$ cat config.mk
export PLATFORM = sky130hd
export DESIGN_NAME = muldiv_stall_ctrl_flat
export DESIGN_NICKNAME = d
export VERILOG_FILES = /design/src/rtl/muldiv_stall_ctrl_if.sv /design/src/rtl/muldiv_stall_ctrl.sv /design/src/flat_wrapper.sv
export SDC_FILE = /design/constraint.sdc
export NUM_CORES = 1
export LEC_CHECK = 0
export ABC_AREA = 1
export CAP_MARGIN = 5
export CORE_MARGIN = 10
export CORE_UTILIZATION = 57
export DETAILED_ROUTE_END_ITERATION = 7
export GPL_TIMING_DRIVEN = 0
export PLACE_DENSITY = 0.85
export SLEW_MARGIN = 40
export SYNTH_ARGS = -nofsm -noshare
export SYNTH_HDL_FRONTEND = slang
export SYNTH_SLANG_ARGS = --single-unit
$ cat constraint.sdc
create_clock -name clk -period 3.7 [get_ports clk]
set_input_delay 1.11 -clock clk [delete_from_list [all_inputs] [get_ports clk]]
set_output_delay 1.11 -clock clk [all_outputs]
set_load 0.05 [all_outputs]
$ cat src/rtl/muldiv_stall_ctrl_if.sv
// Execute-stage handshake between the pipeline and the mul/div stall controller.
// The slave side is the controller. The master side is the pipeline or hazard unit.
interface muldiv_stall_ctrl_if;
    logic        MulDivE;
    logic        IsDivE;
    logic        KillE;
    logic        lwstall;
    logic        md_early;
    logic        md_start;
    logic        md_abort;
    logic        md_capture;
    logic        md_busy;
    logic        StallF;
    logic        StallD;
    logic        StallE;
    logic        FlushM;
    logic [31:0] md_stall_cnt;

    modport master (
        output MulDivE, IsDivE, KillE, lwstall, md_early,
        input  md_start, md_abort, md_capture, md_busy,
               StallF, StallD, StallE, FlushM, md_stall_cnt
    );

    modport slave (
        input  MulDivE, IsDivE, KillE, lwstall, md_early,
        output md_start, md_abort, md_capture, md_busy,
               StallF, StallD, StallE, FlushM, md_stall_cnt
    );
endinterface

$ cat src/rtl/muldiv_stall_ctrl.sv
// Sequences the shared iterative mul/div unit from E. It freezes F/D/E and bubbles M
// while the unit runs, then releases the pipeline on the capture cycle.
module muldiv_stall_ctrl #(
    parameter int MUL_LAT = 2,
    parameter int DIV_LAT = 32,
    parameter int CNT_W   = 6
) (
    input  logic                 clk,
    input  logic                 rst,
    muldiv_stall_ctrl_if.slave   bus
);
    typedef enum logic [1:0] {IDLE = 2'd0, RUN = 2'd1, DONE = 2'd2} state_t;

    localparam logic [CNT_W-1:0] MUL_INIT = CNT_W'(MUL_LAT - 1);
    localparam logic [CNT_W-1:0] DIV_INIT = CNT_W'(DIV_LAT - 1);

    state_t           state, stateNext;
    logic [CNT_W-1:0] cnt, cntNext;
    logic             mdStall, start, abort, capture;
    logic [31:0]      stallCnt;

    always_ff @(posedge clk or negedge rst) begin
        if (!rst) begin
            state    <= IDLE;
            cnt      <= '0;
            stallCnt <= '0;
        end else begin
            state <= stateNext;
            cnt   <= cntNext;
            if (mdStall && stallCnt != 32'hFFFF_FFFF)
                stallCnt <= stallCnt + 32'd1;
        end
    end

    always_comb begin
        stateNext = state;
        cntNext   = cnt;
        mdStall   = 1'b0;
        start     = 1'b0;
        abort     = 1'b0;
        capture   = 1'b0;
        case (state)
            IDLE: begin
                if (bus.MulDivE && !bus.KillE) begin
                    start     = 1'b1;
                    mdStall   = 1'b1;
                    cntNext   = bus.IsDivE ? DIV_INIT : MUL_INIT;
                    stateNext = RUN;
                end
            end
            RUN: begin
                // A squash wins over completion, even if the unit is finishing this cycle.
                if (bus.KillE) begin
                    abort     = 1'b1;
                    stateNext = IDLE;
                end else begin
                    mdStall = 1'b1;
                    if (bus.md_early || cnt == '0)
                        stateNext = DONE;
                    else
                        cntNext = cnt - CNT_W'(1);
                end
            end
            DONE: begin
                // MulDivE still shows the finished instruction here, so it must not restart.
                capture   = ~bus.KillE;
                stateNext = IDLE;
            end
            default: stateNext = IDLE;
        endcase
    end

    // Gate the outputs with reset so that nothing leaks from live inputs while reset is held.
    assign bus.md_start     = rst & start;
    assign bus.md_abort     = rst & abort;
    assign bus.md_capture   = rst & capture;
    assign bus.md_busy      = rst & (state != IDLE);
    assign bus.StallF       = rst & (bus.lwstall | mdStall);
    assign bus.StallD       = rst & (bus.lwstall | mdStall);
    assign bus.StallE       = rst & mdStall;
    assign bus.FlushM       = rst & mdStall;
    assign bus.md_stall_cnt = stallCnt;
endmodule

$ cat src/flat_wrapper.sv
// flat-port wrapper written by rule: the top's interface ports become plain ports
module muldiv_stall_ctrl_flat 
#(
    parameter int MUL_LAT = 2,
    parameter int DIV_LAT = 32,
    parameter int CNT_W   = 6
)
  (clk, rst, bus_MulDivE, bus_IsDivE, bus_KillE, bus_lwstall, bus_md_early, bus_md_start, bus_md_abort, bus_md_capture, bus_md_busy, bus_StallF, bus_StallD, bus_StallE, bus_FlushM, bus_md_stall_cnt);
  muldiv_stall_ctrl_if bus_i ();
  input  logic clk;
  input  logic rst;
  input wire logic [$bits(bus_i.MulDivE)-1:0] bus_MulDivE;
  input wire logic [$bits(bus_i.IsDivE)-1:0] bus_IsDivE;
  input wire logic [$bits(bus_i.KillE)-1:0] bus_KillE;
  input wire logic [$bits(bus_i.lwstall)-1:0] bus_lwstall;
  input wire logic [$bits(bus_i.md_early)-1:0] bus_md_early;
  output wire logic [$bits(bus_i.md_start)-1:0] bus_md_start;
  output wire logic [$bits(bus_i.md_abort)-1:0] bus_md_abort;
  output wire logic [$bits(bus_i.md_capture)-1:0] bus_md_capture;
  output wire logic [$bits(bus_i.md_busy)-1:0] bus_md_busy;
  output wire logic [$bits(bus_i.StallF)-1:0] bus_StallF;
  output wire logic [$bits(bus_i.StallD)-1:0] bus_StallD;
  output wire logic [$bits(bus_i.StallE)-1:0] bus_StallE;
  output wire logic [$bits(bus_i.FlushM)-1:0] bus_FlushM;
  output wire logic [$bits(bus_i.md_stall_cnt)-1:0] bus_md_stall_cnt;
  assign bus_i.MulDivE = bus_MulDivE;
  assign bus_i.IsDivE = bus_IsDivE;
  assign bus_i.KillE = bus_KillE;
  assign bus_i.lwstall = bus_lwstall;
  assign bus_i.md_early = bus_md_early;
  assign bus_md_start = bus_i.md_start;
  assign bus_md_abort = bus_i.md_abort;
  assign bus_md_capture = bus_i.md_capture;
  assign bus_md_busy = bus_i.md_busy;
  assign bus_StallF = bus_i.StallF;
  assign bus_StallD = bus_i.StallD;
  assign bus_StallE = bus_i.StallE;
  assign bus_FlushM = bus_i.FlushM;
  assign bus_md_stall_cnt = bus_i.md_stall_cnt;
  muldiv_stall_ctrl #(.MUL_LAT(MUL_LAT), .DIV_LAT(DIV_LAT), .CNT_W(CNT_W)) u_core (.clk(clk), .rst(rst), .bus(bus_i));
endmodule
After elaboration in Yosys (flattened, before gate mapping)
Index checks and enable logic that the tools add are counted.
{ "classes": {"addsub": 2, "eq_ne": 7, "muxes": 16, "bitwise_logic": 8, "reduce_logical": 10} }
{ "op_table": {"columns": ["op", "count"], "rows": [
  ["32-bit by 1-bit adder with 32-bit output (second input constant)", 1],
  ["32-bit inequality test (second input constant)", 1],
  ["6-bit 2-to-1 mux", 3],
  ["6-bit one-hot mux with 2 select lines", 1],
  ["1-bit bitwise AND", 6],
  ["6-bit logical NOT", 1],
  ["1-bit 2-to-1 mux", 6],
  ["2-bit 2-to-1 mux", 3],
  ["6-bit by 1-bit subtractor with 6-bit output (second input constant)", 1],
  ["5-bit 2-to-1 mux", 1],
  ["2-bit inequality test (second input constant)", 2],
  ["2-bit one-hot mux with 2 select lines", 1],
  ["4-bit AND reduction", 1],
  ["2-bit nonzero test", 2],
  ["3-bit by 2-bit inequality test with 1-bit output (second input constant)", 1],
  ["2-bit by 1-bit equality test with 1-bit output (second input constant)", 1],
  ["2-bit equality test (second input constant)", 1],
  ["1-bit logical AND", 2],
  ["2-bit logical NOT", 1],
  ["2-bit by 1-bit inequality test with 1-bit output (second input constant)", 1],
  ["1-bit one-hot mux with 2 select lines", 1],
  ["2-bit AND reduction", 1],
  ["1-bit logical NOT", 1],
  ["1-bit logical OR", 1],
  ["2 further kinds", 2]
]} }
{ "word_totals": {"ff_bits": 40, "output_inout_bits": 40, "elab_cells": 46} }

Logic depth before layout (Yosys ltp)
Gate-level depths: netlist of run 1.
{ "depth": {"ltp_word": 6, "mapped_depth": 11, "depth_no_buf": 10} }

Least setup slack after synthesis of run 1
No wires, ideal clock.
{ "synth_timing": {"path_kind": "input -> output", "start": "in bus_KillE", "end": "out bus_md_capture", "arrival_time_ps": 2663, "required_ps": 2590, "path_slack_ps": -73, "stages": 1, "cell_sequence": "nor4_1"} }
{ "synth_via": {"elab_chain_len": 3} }
{ "synth_rtl": {"columns": ["element", "line", "rtl"], "rows": [
  ["start: declaration", "flat_wrapper.sv:14", "input wire logic [$bits(bus_i.KillE)-1:0] bus_KillE;"],
  ["1-bit NOT", "muldiv_stall_ctrl.sv:66", "capture = ~bus.KillE;"],
  ["1-bit 2-to-1 mux", "muldiv_stall_ctrl.sv:42", "case (state)"],
  ["1-bit bitwise AND", "muldiv_stall_ctrl.sv:76", "assign bus.md_capture = rst & capture;"],
  ["end: declaration", "flat_wrapper.sv:19", "output wire logic [$bits(bus_i.md_capture)-1:0] bus_md_capture;"]
]} }
Every way passes these cells.

Final worst setup path of run 1
{ "layout_timing": {"start": "in bus_KillE", "end": "out bus_FlushM"} }
{ "layout_via": {"elab_chain_len": 5, "elab_cells_between_ends": 6, "cone_classes": "3 x mux; 1 x bitwise; 2 x reduce/logical"} }
{ "layout_rtl": {"columns": ["element", "line", "rtl"], "rows": [
  ["1-bit logical NOT", "muldiv_stall_ctrl.sv:44", "if (bus.MulDivE && !bus.KillE) begin"],
  ["1-bit logical AND", "muldiv_stall_ctrl.sv:44", null],
  ["1-bit 2-to-1 mux", "muldiv_stall_ctrl.sv:44", null],
  ["1-bit one-hot mux with 2 select lines *", "muldiv_stall_ctrl.sv:42", null],
  ["1-bit bitwise AND *", "muldiv_stall_ctrl.sv:81", "assign bus.FlushM = rst & mdStall;"],
  ["end: declaration", "flat_wrapper.sv:24", "output wire logic [$bits(bus_i.FlushM)-1:0] bus_FlushM;"]
]} }
Every way passes the cells marked *; elsewhere a longest branch is shown, timed or not.

==> out/summary.txt, run 1 <==
Critical Setup Path Class: primary input to output port
Storage cell area: 1000 um2
Worst Skew: 4.71 ps
H-tree depth: 2
Fraction of layout cells with a size suffix above 1: 0.0899
Reg2reg path depth: 11
Total track usage: 0.193
Pwr/cell area: 370 nW/um2
Register area share after synthesis: 0.373
HPWL after DPL: 5330 um
Worst reg2reg path startpoint: u_core.bus.md_stall_cnt[0]
Async set-reset flop share out of synthesis: 1.00
Num CTS Buffers: 5
Worst slew pin tran: 530 ps
Core Area: 4440 um2
CTS tree: built
N_diodes: 0
Synthesized-area fraction occupied by adder cells: 0.0140
Clock power frac: 0.251
# rows: 24
Routability cong.: 0.871
# fillers: 367
Crit-path max FO: 4
Post-synthesis cell type count: 27
Drt pass-1 iters: 5
Vias in the first global route: 2754
Clock tree sinks: 40
Routed vias: 2737
Syn Nets: 420
Setup TNS Final: 0 ps
Multiplexer share of the synthesized area: 0
Setup violations, final: 0
Placed Cells: 508
Post-route ant nets: 0
First-pass GRT wire length: 12000 um
Gate power share: 0.315
Via density per instance: 5.27
Final hold violations: 0
Area Growth Syn to Fin: 23.5%
Switch share: 0.376
Area of the multi-input gates: 1480 um2
Crit path time final: 3640 ps
Post-Synth XOR/XNOR Area: 0.0392
Global route total overflow: 0
Leakage: 1.52 nW
Post-synth top flop: dfrtp_1
Mean routed wirelength per cell: 13.7 um
Crit path DAT: 2530 ps
Syn Area/Cell: 6.55 um2
Outcome: finished clean
Mapped cell area: 2680 um2
Final Core Density: 0.746
Worst relative slew slack: 0.645
Setup crit end: bus_FlushM
Compound-Gate Fraction of Synth Area: 0.0354
Yosys reg bits: 40
Switch Pwr: 0.461 mW
Later-pin clock latency in the skew report: 300 ps
Clock Tree Root: clkbuf_8
Initial Utilization: 0.604
I/O Buffers: 46
Worst-path clk slew: 70 ps
Finished Layout Cells: 519
Chip width: 88.6 um
Achievable clock frequency: 275 MHz
Post-place setup slack: -604 ps
Initial DRC Count: 169
Worst setup margin: 64.6 ps
Int Pwr: 0.766 mW
Io pins: 47
Reg2reg end: u_core.bus.md_stall_cnt[9]
WP data required: 2590 ps
Simple-gate share of the synthesized area: 0.457
HP Class: flop to flop
Yosys warning count: 0
RSZ-0062 raised after global routing: false
Flop pwr share: 0.434
Number of remaining DRC errors: 0
Initial antenna violation count: 0
Hold Slack: 514 ps
Final wirelength: 7100 um
Gate Count Post-Synth: 410
Combinational family with the most area after synthesis: simple AND/OR/NAND/NOR gates
Setup slack, reg-to-reg: 1930 ps
Die area: 7850 um2
EDFF count, synth: 0
Largest net degree at the start of global routing: 42
Slew Limit Fails: 0
Maximum clock insertion buffer count: 2
CP Launch Point: bus_KillE
Critical path launch point type: primary input
Critical Path End Type: output port
Layout net count: 476
Tcrit/Tclk final: 0.983
Die Y: 88.6 um
Worst vdd ir: 367 uV
Max-capacitance violation count: 0
-- Yosys cell counts, types with 3 or more instances --
cell type | number | area [um2]
buf_6 | 3 | 33.8
dfrtp_1 | 40 | 1000
ha_1 | 3 | 37.5
inv_1 | 40 | 150
nand2_1 | 166 | 623
nand2_2 | 7 | 43.8
nand3_1 | 26 | 130
nand3b_1 | 4 | 30.0
nand4_1 | 7 | 43.8
nor2_1 | 64 | 240
nor2_2 | 4 | 25.0
nor2_4 | 4 | 45.0
o21ai_0 | 11 | 55.1
o21ai_1 | 3 | 15.0
xnor2_1 | 5 | 43.8
xor2_1 | 7 | 61.3
-- worst max-delay path: stages --
cell,delay (ps)
clkdlybuf4s50_1,480
inv_1,130
o211ai_1,120
nor2_1,130
dlygate4sd2_1,550
-- layout by cell type, fill, tap and decap left out, types with 3 or more instances in the layout --
cell type        instances
clkdlybuf4s50_1         37
nor2_4                   4
xnor2_1                  5
buf_6                    4
nand3b_1                 4
nand2_4                  3
inv_1                   40
xor2_1                   7
ha_1                     3
nand2_2                  7
nor2_1                  64
dfrtp_1                 40
buf_4                    6
nand4_1                  7
nand3_1                 26
o21ai_0                 11
o21ai_1                  3
dlygate4sd2_1            4
nand2_1                165
nor2_2                   4
clkbuf_8                 6
-- layout make-up --
class / count / area share
well taps: 52 / 0.0196
multi-input cells: 321 / 0.446
inverters: 43 / 0.0495
flip-flops and latches: 40 / 0.302
clock buffers: 8 / 0.0272
plain buffers: 6 / 0.0162
repair buffers: 49 / 0.139
-- power by group through the flow --
stage,combinational [mW],sequential [mW],clock (mW)
detailed placement,0.385,0.537,0
floorplan,0.187,0.618,0
finish,0.387,0.532,0.308
global placement,0.376,0.537,0
CTS,0.384,0.531,0.307
global route,0.435,0.540,0.327
-- timing repair --
action	in CTS	in global routing
hold buffers	0	0
pin swaps	0	1
endpoints found under the setup margin	8	4
setup buffers	0	3
resized for setup	18	4
-- sequential cells by signal, indices dropped and copies added (netlist names) --
| signal | flops |
|---|---|
| u_core.bus.md_stall_cnt | 32 |
| u_core.cnt | 6 |
| u_core.state | 2 |
-- per-stage QoR --
step / power (mW) / cell area, um2
3_5_place_dp: 0.922 / 3210
5_1_grt: 1.30 / 3310
6_report: 1.23 / 3310
3_3_place_gp: 0.913 / 3220
4_1_cts: 1.22 / 3300
2_1_floorplan: 0.804 / 2690
-- worst min-delay path by stage --
stage / start / endpoint / slack, ps / depth (start not counted)
after floorplan: u_core.cnt[0] / u_core.cnt[0] / 450 / 2
after global placement: u_core.cnt[0] / u_core.cnt[0] / 470 / 2
after detailed placement: u_core.cnt[5] / u_core.cnt[5] / 490 / 2
after CTS: u_core.cnt[5] / u_core.cnt[5] / 510 / 2
after global routing: u_core.cnt[5] / u_core.cnt[5] / 550 / 2
final: u_core.cnt[5] / u_core.cnt[5] / 510 / 2
-- layer usage --
layer | GRT usage | up-vias | routed length [um]
met3 | 0.0524 | 19 | 495
met4 | 0.103 | 0 | 173
met2 | 0.333 | 84 | 3440
li1 | - | 1377 | -
met1 | 0.210 | 1257 | 2990
met5 | 0 | - | 0
-- kinds of logic (layout without fill, tap and decap cells) --
group,after synthesis,after routing
and+or+nand+nor,288,288
buffers and inverters,49,106
DFF,40,40
AOI/OAI and AO/OA,18,18
xor gates and xnor gates,12,12
adders and majority gates,3,3
Power figures use the tool's default switching activity.
==> run 2: changes to the inputs <==
--- a/config.mk
+++ b/config.mk
@@ -11,8 +11,10 @@
 export CORE_UTILIZATION = 57
 export DETAILED_ROUTE_END_ITERATION = 7
 export GPL_TIMING_DRIVEN = 0
+export MAX_ROUTING_LAYER = met4
 export PLACE_DENSITY = 0.85
 export SLEW_MARGIN = 40
 export SYNTH_ARGS = -nofsm -noshare
 export SYNTH_HDL_FRONTEND = slang
 export SYNTH_SLANG_ARGS = --single-unit
+export TNS_END_PERCENT = 5
==> out/summary.txt, run 2 (synthesized netlist as in run 1, its figures left out) <==
First-pass GRT wire length: 11800 um
Hold Crit Depth: 2
Setup violations, final: 0
Routed vias: 2744
Later-pin clock latency in the skew report: 300 ps
Tcrit/Tclk final: 0.991
Commonest non-fill, non-tap cells in the layout: nand2_1, nor2_1, inv_1, dfrtp_1, clkdlybuf4s50_1
Crit path time final: 3670 ps
Via density per instance: 5.29
Max-capacitance violation count: 0
HPWL after DPL: 5410 um
# fillers: 350
Io pins: 47
Critical Setup Path Class: primary input to output port
Commonest non-fill, non-tap cell in the layout: nand2_1
Die Y: 88.6 um
H-tree depth: 2
Setup TNS Final: 0 ps
# rows: 24
Routability cong.: 0.906
Vias in the first global route: 2543
Post-route ant nets: 0
Critical path launch point type: primary input
Slew Limit Fails: 0
Worst Skew: 5.38 ps
Hold Slack: 502 ps
Worst slew pin tran: 535 ps
Area Growth Syn to Fin: 23.5%
Worst-path clk slew: 70 ps
Initial Utilization: 0.604
Global route total overflow: 0
Final wirelength: 7190 um
Worst vdd ir: 404 uV
Clock Tree Root: clkbuf_8
Num CTS Buffers: 5
Mean routed wirelength per cell: 13.9 um
N_diodes: 0
Core Area: 4440 um2
Largest net degree at the start of global routing: 42
Number of remaining DRC errors: 0
Critical Path End Type: output port
HP Class: flop to flop
Outcome: finished clean
Crit-path max FO: 3
Layout net count: 476
Final hold violations: 0
Clock tree sinks: 40
CTS tree: built
WP data required: 2590 ps
Drt pass-1 iters: 4
Initial antenna violation count: 0
HP Start: u_core.cnt[5]
Pwr/cell area: 368 nW/um2
Worst reg2reg path startpoint: u_core.bus.md_stall_cnt[0]
Reg2reg path depth: 11
Hold Buf Count CTS: 0
Crit path DAT: 2560 ps
Total track usage: 0.195
Reg2reg end: u_core.bus.md_stall_cnt[9]
Achievable clock frequency: 273 MHz
Maximum clock insertion buffer count: 2
Max reg flops: 32
Initial DRC Count: 147
Chip width: 88.6 um
Die area: 7850 um2
Setup slack, reg-to-reg: 1920 ps
Fraction of layout cells with a size suffix above 1: 0.0878
Leakage: 1.52 nW
Hold path endpoint: u_core.cnt[5]
I/O Buffers: 46
Worst relative slew slack: 0.642
run 2: layout make-up:
class | instances | area (um2) | share of cell area
Clock buffer | 8 | 90.1 | 0.0272
Inverter | 43 | 164 | 0.0495
Sequential cell | 40 | 1000 | 0.302
Multi-Input combinational cell | 321 | 1480 | 0.445
Buffer | 6 | 53.8 | 0.0162
Tap cell | 52 | 65.1 | 0.0196
Timing Repair Buffer | 49 | 464 | 0.140
run 2: worst max path at each step:
stage | startpoint | slack, ps | to | cells past startpoint
2_1_floorplan | bus_KillE | 80 | bus_StallF | 6
3_3_place_gp | rst | -1890 | bus_StallF | 5
3_5_place_dp | bus_KillE | -620 | bus_StallF | 8
4_1_cts | bus_KillE | -170 | bus_StallF | 8
5_1_grt | bus_MulDivE | -10 | bus_md_start | 6
6_report | bus_MulDivE | 30 | bus_md_start | 6
run 2: power by group:
part | switching [mW] | total (mW) | internal [mW]
logic | 0.253 | 0.384 | 0.132
clock network | 0.153 | 0.305 | 0.152
registers | 0.0489 | 0.531 | 0.482
run 2: per-stage QoR:
step                      power (mW)   util  std cells  worst slack, ps  area [um2]
after detailed placement       0.921  0.723        508             -615        3210
after floorplan                0.804      -        410             80.3        2690
after CTS                       1.22  0.741        516             -170        3290
after global routing            1.30  0.746        519            -14.2        3310
final                           1.22  0.746        519             34.7        3310
after global placement         0.913  0.724        508            -1890        3220
run 2: critical path, stage by stage:
cell	delay (ps)
clkdlybuf4s50_1	500
inv_1	60
nor2_1	100
nand2_1	130
nor2_1	110
dlygate4sd2_1	550
run 2: repair_timing:
action | 4_1_cts | 5_1_grt
gates resized for setup | 16 | 6
buffers inserted | 0 | 3
endpoints found under the setup margin | 8 | 3
pin swaps | 0 | 1
cloned | 0 | 0
run 2: routing by layer:
layer | up-vias | part of all wire | track usage
li1 | 1377 | - | -
met1 | 1260 | 0.43 | 0.230
met2 | 93 | 0.49 | 0.320
met3 | 14 | 0.056 | 0.0340
met4 | 0 | 0.018 | 0.0822
met5 | - | 0 | -
